[src/rtl/pipeline_pkg.sv]
// Shared pipeline definitions: stage-buffer state encoding, per-stage control widths
// and the packed control payloads carried between stages.
package pipeline_pkg;

    typedef enum logic [1:0] {
        EMPTY = 2'd0,
        ONE   = 2'd1,
        FULL  = 2'd2
    } stage_state_e;

    localparam int unsigned EXEC_CTRL_W = 16;
    localparam int unsigned MEM_CTRL_W  = 8;
    localparam int unsigned WB_CTRL_W   = 4;

    typedef struct packed {
        logic       regwrite;
        logic [2:0] resultsrc;
        logic       memwrite;
        logic       jump;
        logic       branch;
        logic [3:0] alucontrol;
        logic       alusrc;
        logic       jalr;
        logic [2:0] funct3;
    } exec_ctrl_t;

    typedef struct packed {
        logic       regwrite;
        logic [2:0] resultsrc;
        logic       memwrite;
        logic [2:0] funct3;
    } mem_ctrl_t;

    typedef struct packed {
        logic       regwrite;
        logic [2:0] resultsrc;
    } wb_ctrl_t;

endpackage

[src/rtl/pipe_slot.sv]
// One payload register (control + data) with independent clears for the control
// and data fields; clears take priority over load.
module pipe_slot #(
    parameter int unsigned CTRL_WIDTH = 16,
    parameter int unsigned DATA_WIDTH = 175
) (
    input  logic                  clk,
    input  logic                  rst_n,
    input  logic                  load,
    input  logic                  clear_ctrl,
    input  logic                  clear_data,
    input  logic [CTRL_WIDTH-1:0] d_ctrl,
    input  logic [DATA_WIDTH-1:0] d_data,
    output logic [CTRL_WIDTH-1:0] q_ctrl,
    output logic [DATA_WIDTH-1:0] q_data
);

    always_ff @(posedge clk) begin
        if (!rst_n) begin
            q_ctrl <= '0;
            q_data <= '0;
        end else begin
            if (clear_ctrl) begin
                q_ctrl <= '0;
            end else if (load) begin
                q_ctrl <= d_ctrl;
            end
            if (clear_data) begin
                q_data <= '0;
            end else if (load) begin
                q_data <= d_data;
            end
        end
    end

endmodule

[src/rtl/pipeline_stage_buf.sv]
// Valid/ready pipeline stage register with optional 2-entry skid buffer and
// bubble-inserting flush; out_ctrl reads as NOP whenever no entry is presented.
module pipeline_stage_buf
    import pipeline_pkg::*;
#(
    parameter int unsigned CTRL_WIDTH         = 16,
    parameter int unsigned DATA_WIDTH         = 175,
    parameter int unsigned SKID               = 1,
    parameter int unsigned ZERO_DATA_ON_FLUSH = 0
) (
    input  logic                  clk,
    input  logic                  rst_n,
    input  logic                  flush,
    input  logic                  in_valid,
    output logic                  in_ready,
    input  logic [CTRL_WIDTH-1:0] in_ctrl,
    input  logic [DATA_WIDTH-1:0] in_data,
    output logic                  out_valid,
    input  logic                  out_ready,
    output logic [CTRL_WIDTH-1:0] out_ctrl,
    output logic [DATA_WIDTH-1:0] out_data,
    output logic [1:0]            occupancy
);

    localparam logic [1:0] ST_EMPTY = EMPTY;
    localparam logic [1:0] ST_ONE   = ONE;
    localparam logic [1:0] ST_FULL  = FULL;

    logic [1:0]            state;
    logic [1:0]            state_nx;
    logic                  valid_q;
    logic                  in_fire;
    logic                  out_fire;
    logic                  main_load;
    logic                  main_from_skid;
    logic                  main_clr_ctrl;
    logic                  skid_load;
    logic                  skid_clr_ctrl;
    logic                  clr_data;
    logic [CTRL_WIDTH-1:0] main_d_ctrl;
    logic [DATA_WIDTH-1:0] main_d_data;
    logic [CTRL_WIDTH-1:0] skid_ctrl;
    logic [DATA_WIDTH-1:0] skid_data;

    assign in_fire   = in_valid & in_ready;
    assign out_fire  = valid_q & out_ready;
    assign out_valid = valid_q;
    assign occupancy = state;

    // Next-state and slot control; flush overrides every handshake event.
    always_comb begin
        state_nx       = state;
        main_load      = 1'b0;
        main_from_skid = 1'b0;
        main_clr_ctrl  = 1'b0;
        skid_load      = 1'b0;
        skid_clr_ctrl  = 1'b0;
        clr_data       = 1'b0;
        if (flush) begin
            state_nx      = ST_EMPTY;
            main_clr_ctrl = 1'b1;
            skid_clr_ctrl = 1'b1;
            clr_data      = (ZERO_DATA_ON_FLUSH != 0);
        end else begin
            case (state)
                ST_EMPTY: begin
                    if (in_fire) begin
                        state_nx  = ST_ONE;
                        main_load = 1'b1;
                    end
                end
                ST_ONE: begin
                    if (in_fire && out_fire) begin
                        main_load = 1'b1;
                    end else if (in_fire && (SKID != 0)) begin
                        state_nx  = ST_FULL;
                        skid_load = 1'b1;
                    end else if (out_fire) begin
                        state_nx      = ST_EMPTY;
                        main_clr_ctrl = 1'b1;
                    end
                end
                ST_FULL: begin
                    if (out_fire) begin
                        state_nx       = ST_ONE;
                        main_load      = 1'b1;
                        main_from_skid = 1'b1;
                        skid_clr_ctrl  = 1'b1;
                    end
                end
                default: state_nx = ST_EMPTY;
            endcase
        end
    end

    always_ff @(posedge clk) begin
        if (!rst_n) begin
            state   <= ST_EMPTY;
            valid_q <= 1'b0;
        end else begin
            state   <= state_nx;
            valid_q <= (state_nx != ST_EMPTY);
        end
    end

    assign main_d_ctrl = main_from_skid ? skid_ctrl : in_ctrl;
    assign main_d_data = main_from_skid ? skid_data : in_data;

    pipe_slot #(
        .CTRL_WIDTH (CTRL_WIDTH),
        .DATA_WIDTH (DATA_WIDTH)
    ) u_main (
        .clk        (clk),
        .rst_n      (rst_n),
        .load       (main_load),
        .clear_ctrl (main_clr_ctrl),
        .clear_data (clr_data),
        .d_ctrl     (main_d_ctrl),
        .d_data     (main_d_data),
        .q_ctrl     (out_ctrl),
        .q_data     (out_data)
    );

    generate
        if (SKID != 0) begin : g_skid
            logic ready_q;

            // Registered ready removes any out_ready -> in_ready combinational path.
            always_ff @(posedge clk) begin
                if (!rst_n) begin
                    ready_q <= 1'b1;
                end else begin
                    ready_q <= (state_nx != ST_FULL);
                end
            end

            assign in_ready = rst_n & ~flush & ready_q;

            pipe_slot #(
                .CTRL_WIDTH (CTRL_WIDTH),
                .DATA_WIDTH (DATA_WIDTH)
            ) u_skid (
                .clk        (clk),
                .rst_n      (rst_n),
                .load       (skid_load),
                .clear_ctrl (skid_clr_ctrl),
                .clear_data (clr_data),
                .d_ctrl     (in_ctrl),
                .d_data     (in_data),
                .q_ctrl     (skid_ctrl),
                .q_data     (skid_data)
            );
        end else begin : g_noskid
            assign in_ready  = rst_n & ~flush & (~valid_q | out_ready);
            assign skid_ctrl = '0;
            assign skid_data = '0;
        end
    endgenerate

endmodule

[config.mk]
export PLATFORM = sky130hd
export DESIGN_NAME = pipeline_stage_buf
export DESIGN_NICKNAME = d
export VERILOG_FILES = /design/src/rtl/pipeline_pkg.sv /design/src/rtl/pipe_slot.sv /design/src/rtl/pipeline_stage_buf.sv
export SDC_FILE = /design/constraint.sdc
export NUM_CORES = 1
export LEC_CHECK = 0
export BUFFER_PORTS_ARGS = -buffer_cell sky130_fd_sc_hd__buf_2
export CAP_MARGIN = 20
export CORE_MARGIN = 3
export CORE_UTILIZATION = 48
export CTS_CLUSTER_DIAMETER = 80
export DETAILED_ROUTE_END_ITERATION = 10
export PLACE_DENSITY = 0.74
export SLEW_MARGIN = 40
export SYNTH_ARGS = -nofsm -noshare
export SYNTH_HDL_FRONTEND = slang
export SYNTH_SLANG_ARGS = --single-unit
[constraint.sdc]
create_clock -name clk -period 1.7 [get_ports clk]
set_clock_uncertainty 0.05 [all_clocks]
set_input_delay 0.17 -clock clk [delete_from_list [all_inputs] [get_ports clk]]
set_output_delay 0.17 -clock clk [all_outputs]
set_load 0.01 [all_outputs]
==> results of run 1 <==
stage by stage:
step / util / setup slack [ps] / power (mW) / std cells / setup TNS, ps
after floorplan: - / 10.2 / 9.98 / 1919 / 0
after global placement: 0.567 / -89.4 / 10.6 / 2590 / -12270
after detailed placement: 0.567 / -177 / 10.6 / 2590 / -27970
after CTS: 0.689 / -88.7 / 19.7 / 2872 / -9350
after global routing: 0.782 / -311 / 20.7 / 2957 / -60120
final: 0.782 / -252 / 20.1 / 2958 / -31110
metal layers:
layer  vias to the layer above  part of all wire
li1                       7720                 -
met1                      8412              0.35
met2                      1302              0.47
met3                       389              0.11
met4                         6             0.068
met5                         -           0.00052
area by class of cell:
type	count	area share
Clock buffer	56	0.0508
Multi-Input combinational cell	1365	0.329
Inverter	1	0.000156
Clock inverter	17	0.00472
Sequential cell	386	0.321
Timing Repair Buffer	733	0.274
Tap cell	396	0.0205
Antenna cell	4	0.000415
placed cells by master, fill, tap and decap left out, types with 4 or more instances in the layout:
| cell type | n |
|---|---|
| buf_12 | 35 |
| clkinv_2 | 15 |
| a21oi_1 | 8 |
| a21boi_0 | 9 |
| a21boi_1 | 103 |
| diode_2 | 4 |
| nand2_4 | 98 |
| nand2_2 | 99 |
| dlygate4sd3_1 | 191 |
| clkbuf_8 | 10 |
| clkbuf_16 | 78 |
| dfxtp_1 | 383 |
| buf_4 | 27 |
| buf_8 | 7 |
| nand2_1 | 570 |
| buf_6 | 31 |
| a31oi_2 | 4 |
| a21boi_2 | 65 |
| buf_16 | 16 |
| a21oi_2 | 9 |
| o21ai_0 | 188 |
| buf_2 | 389 |
| o21ai_1 | 4 |
| a31oi_1 | 188 |
flip-flops by register name, summed over array words and instances, names as in the netlist:
register and cells:
g_skid.ready_q 1, g_skid.u_skid.q_ctrl 16, occupancy 2, out_valid 1
u_main.q_ctrl 16, u_main.q_data 175, g_skid.u_skid.q_data 175
worst register-to-register path: cells and delay by family (launching register included):
family | cells | cell delay (ps)
buffers and inverters | 2 | 320
AOI/OAI and AO/OA | 2 | 570
DFF | 1 | 360
and+or+nand+nor | 2 | 510
worst paths after layout:
path	end	startpoint	cells after the start
worst min-delay path	occupancy[0]	rst_n	4
worst max-delay path	u_main.q_data[168]	occupancy[1]	6
worst max register to register	u_main.q_data[168]	occupancy[1]	6
worst min register to register	g_skid.u_skid.q_data[149]	g_skid.u_skid.q_data[149]	2
power by group:
group	internal, mW	total, mW	switching (mW)
clock	5.19	8.91	3.71
combinational	0.974	1.98	1.00
sequential	9.17	9.26	0.0856
total	15.3	20.1	4.80
cell families after synthesis:
logic type,count (synthesis),synth area share
buf+inv,169,0.0536
compound gates,582,0.239
simple gates,781,0.196
flops,386,0.511
mux,1,0.000744
repair_timing:
item | in CTS | in global routing
resized for setup | 35 | 609
setup buffers | 6 | 32
hold buffers | 191 | 0
pin swaps | 3 | 284
endpoints found under the setup margin | 376 | 382
gates cloned | 12 | 55
endpoints found under the hold margin | 382 | 0
==> run metrics, run 1 <==
EDFF count, synth=0; asr flop ratio synth=0; Global Route met2 Usage=0.468; top_reg_cell synth=dfxtp_1; failing checks=setup timing; Initial Util=0.491; total CTS buffers=41; Synth Register Bits=386; worst path setup slack after routing=-252 ps; Yosys cell types=31; Cell Area, Placed=17500 um2; Critical Path Source Type=flip-flop; setup repair after global routing missed its margin=yes; CP max stage delay=430 ps; status=finished, violations left; Synth warnings=0; Post-Route WL=65300 um; area leader, netlist=dfxtp_1; worst hold path type=input pin to flip-flop; Crit path max-delay family=simple AND/OR/NAND/NOR gates; CTS tree=done; power density cells=835 nW/um2; CP Data Required Time=2030 ps; initial antenna violation count=6; H-tree depth=2; Slew Limit Fails=0; clock period minus worst slack=1950 ps; Syn Area/Cell=7.89 um2; Detailed Route Iter0 Violations=1544; Remaining DRCs=0; top cells by area, synth=dfxtp_1 51%, nand2_1 19%, a21boi_0 8.8%; post-DP HPWL=27200 um; IO Pins=391; GRT met3 Usage=0.0643; DR pass1 iterations=6; Worst Tran Pin Value=721 ps; period utilisation layout=1.15; fmax=512 MHz; Syn Nets=2115; GRT busiest layer=met2; worst setup path class=flip-flop to flip-flop; Slew HR=0.520; RD Place Congestion=0.808; first-pass GRT wire length=79200 um; GRT Residual Overflow=0; Avg WL per Cell=22.1 um; root buffer cell=clkbuf_16; vias per inst=6.03; Leak=10.1 nW; Port Buffers=390; hold_ws=17.4 ps; most common library cells after synthesis=767 x nand2_1, 386 x dfxtp_1, 192 x a31oi_1, 190 x o21ai_0, 177 x a21boi_0; CTS clk-pin slew, worst paths=60 ps; Synth top area share=0.511; Syn-to-layout area delta=59.3%; remaining antenna violation count after routing=0; vias=17800; CP Cell Sequence=buf_4 > nand2b_1 > or3_4 > buf_16 > o21ai_0 > a31oi_1; Cell Rows=64; Seq. cell area=7730 um2; GR Layer Usage met1=0.354; CP max-delay cell=or3_4; DIE HEIGHT=184 um; GR Util All Layers=0.283; cell with the most instances after synthesis=nand2_1; r2r setup slk=-250 ps; Die ar.=33700 um2; layout cell share with drive strength beyond 1=0.352; core area=30800 um2; CTS Buffer Depth=3; area of the multi-input gates=7940 um2; # fillers=1723; CP Capture Type=flip-flop; final hold vios=0; Crit Path Max Fanout=61; CP Data Arrival Time=2280 ps; Max VDD drop=0.782 mV; Nets=2724; largest net degree at the start of global routing=180; number of global-route vias before repair=15500; worst path bufs/invs=2; number of standard cells after synthesis=1919; Post-Syn Area=15100 um2; clock latency on the worst-skew pair=520 ps; Die Span X=184 um; clock sinks=386; final setup fails=366; Max Cap Viol=0; fin area=24100 um2; sequential element share of the synthesized area=0.511
Power figures use the tool's default switching activity.
==> run 2, diff against run 1 <==
--- a/config.mk
+++ b/config.mk
@@ -16,3 +16,4 @@
 export SYNTH_ARGS = -nofsm -noshare
 export SYNTH_HDL_FRONTEND = slang
 export SYNTH_SLANG_ARGS = --single-unit
+export TNS_END_PERCENT = 10
==> run metrics, run 2 (synthesized netlist as in run 1, its figures left out) <==
status=finished, violations left; failing checks=setup timing; most frequent cells in the layout=748 x nand2_1, 389 x buf_2, 384 x dfxtp_1; Syn-to-layout area delta=41.6%; core area=30800 um2 (unchanged); Max Cap Viol=0 (unchanged); clock period minus worst slack=1860 ps (-93.4 ps); root buffer cell=clkbuf_16; Slew HR=0.545 (+0.0253); Crit Path Max Fanout=148 (+140%); layout cell share with drive strength beyond 1=0.237 (-0.115); power density cells=916 nW/um2 (+9.7%); Cell Area, Placed=17500 um2 (unchanged); fin area=21400 um2 (-11%); r2r setup slk=-160 ps (+90 ps); Post-Place Cells=2590 (unchanged); final setup fails=331 (-9.6%); final hold vios=0 (unchanged); post-route insts no fill=2877 (-2.7%); most common cell after layout, fill and taps aside=nand2_1; Slew Limit Fails=0 (unchanged); total chip power=19.6 mW (-2.5%); Nets=2645 (-2.9%); CTS clk-pin slew, worst paths=60 ps (about the same); initial antenna violation count=2 (-4); CP Capture Type=flip-flop; pre-CTS setup slack=-177 ps (unchanged); Cell Rows=64 (unchanged); # fillers=2251 (+31%); R2R Path End=u_main.q_data[65]; CP Data Arrival Time=2190 ps (-90 ps); post-DP HPWL=27200 um (unchanged); CP Cell Sequence=buf_4 > nand2b_1 > or3_4 > buf_12 > o21ai_0 > a31oi_1; CTS Buffer Depth=3 (unchanged); DR pass1 iterations=6 (unchanged); Reg2Reg Depth=6 (unchanged); Detailed Route Iter0 Violations=1352 (-12%); Critical Path Source Type=flip-flop; CP Data Required Time=2030 ps (about the same); Remaining DRCs=0 (unchanged); largest net degree at the start of global routing=180 (unchanged); vias=15900 (-11%); Initial Util=0.491 (unchanged); clock latency on the worst-skew pair=520 ps (about the same); period utilisation layout=1.09 (-0.0550); RD Place Congestion=0.808 (unchanged); CP max stage delay=410 ps (-20 ps); total CTS buffers=41 (unchanged); Crit. Startpoint=occupancy[1]; worst hold path type=input pin to flip-flop; hold_ws=71.5 ps (+54.0 ps); clock sinks=386 (unchanged); worst path setup slack after routing=-159 ps (+93.4 ps); setup repair after global routing missed its margin=yes; hold depth=4 (unchanged); GR Util All Layers=0.265 (-0.0176); DIE HEIGHT=184 um (unchanged); worst setup path class=flip-flop to flip-flop; first-pass GRT wire length=75000 um (-5.3%); CP max-delay cell=or3_4; CTS tree=done; Die ar.=33700 um2 (unchanged); fmax=538 MHz (+5.0%); Max VDD drop=0.726 mV (-7.2%); Avg WL per Cell=17.3 um (-22%); remaining antenna violation count after routing=0 (unchanged); Port Buffers=390 (unchanged); Worst setup endpoint=u_main.q_data[65]; Worst Tran Pin Value=683 ps (-37.9 ps); Leak=8.43 nW (-16%); number of global-route vias before repair=15000 (-3.4%); top flop regs=g_skid.u_skid.q_data x175, u_main.q_data x175; final core occ=0.695 (-0.0870); Die Span X=184 um (unchanged); R2R Path Start=occupancy[1]; setup_tns=-17380 ps (+13730 ps); H-tree depth=2 (unchanged); Post-Route WL=49800 um (-24%); GRT Residual Overflow=0 (unchanged); IO Pins=391 (unchanged); vias per inst=5.52 (-8.4%)
run 2: changes by cell type in the layout (fill, tap and decap cells not counted), sizes merged:
cell	change
buf	-50
clkbuf	-27
bufbuf	-2
diode	-2
dlygate4sd3	+1
or3	-1
run 2: power breakdown:
group / leakage, nW / internal [mW] / switching, mW
Sequential: 3.12 / 9.17 / 0.0717
Combinational: 4.63 / 0.827 / 0.778
Clock: 0.683 / 5.19 / 3.60
Total: 8.43 / 15.2 / 4.45
run 2: per-layer routing:
layer,wire (um),global-route usage,part of all wire
met2,23700,0.442,0.48
met4,2140,0.115,0.043
met3,4330,0.0621,0.087
met1,19600,0.330,0.39
met5,13,0,0.00026
run 2: layout make-up:
class	instances	area [um2]	area share
Inverter	1	3.75	0.000175
Tap cell	396	495	0.0231
Multi-Input combinational cell	1364	6830	0.319
Antenna cell	2	5.00	0.000233
Clock buffer	56	1220	0.0571
Clock inverter	17	114	0.00531
Timing Repair Buffer	655	5030	0.235
Sequential cell	386	7730	0.361
run 2: critical path: cells and delay by family, from the launching register on:
kind,cells,cell delay (ps)
AND/OR/NAND/NOR,2,470
buffers and inverters,2,380
AO/OA/AOI/OAI,2,360
flip-flops,1,350
run 2: worst min-delay path by stage:
stage                                           to  slack, ps   startpoint
final                                    out_valid         70     in_valid
after global routing                     out_valid        120     in_valid
after CTS                 g_skid.u_skid.q_data[93]       -130  in_data[93]
after detailed placement   g_skid.u_skid.q_ctrl[6]        380   in_ctrl[6]
after global placement     g_skid.u_skid.q_ctrl[3]        380   in_ctrl[3]
after floorplan            g_skid.u_skid.q_ctrl[0]        260   in_ctrl[0]
run 2: what timing repair did:
action	4_1_cts	5_1_grt
endpoints found under the setup margin	376	382
endpoints found under the hold margin	383	2
buffers inserted	3	4
gates cloned	4	11
gates resized for setup	27	158
pin swaps	1	84
hold buffers	191	1
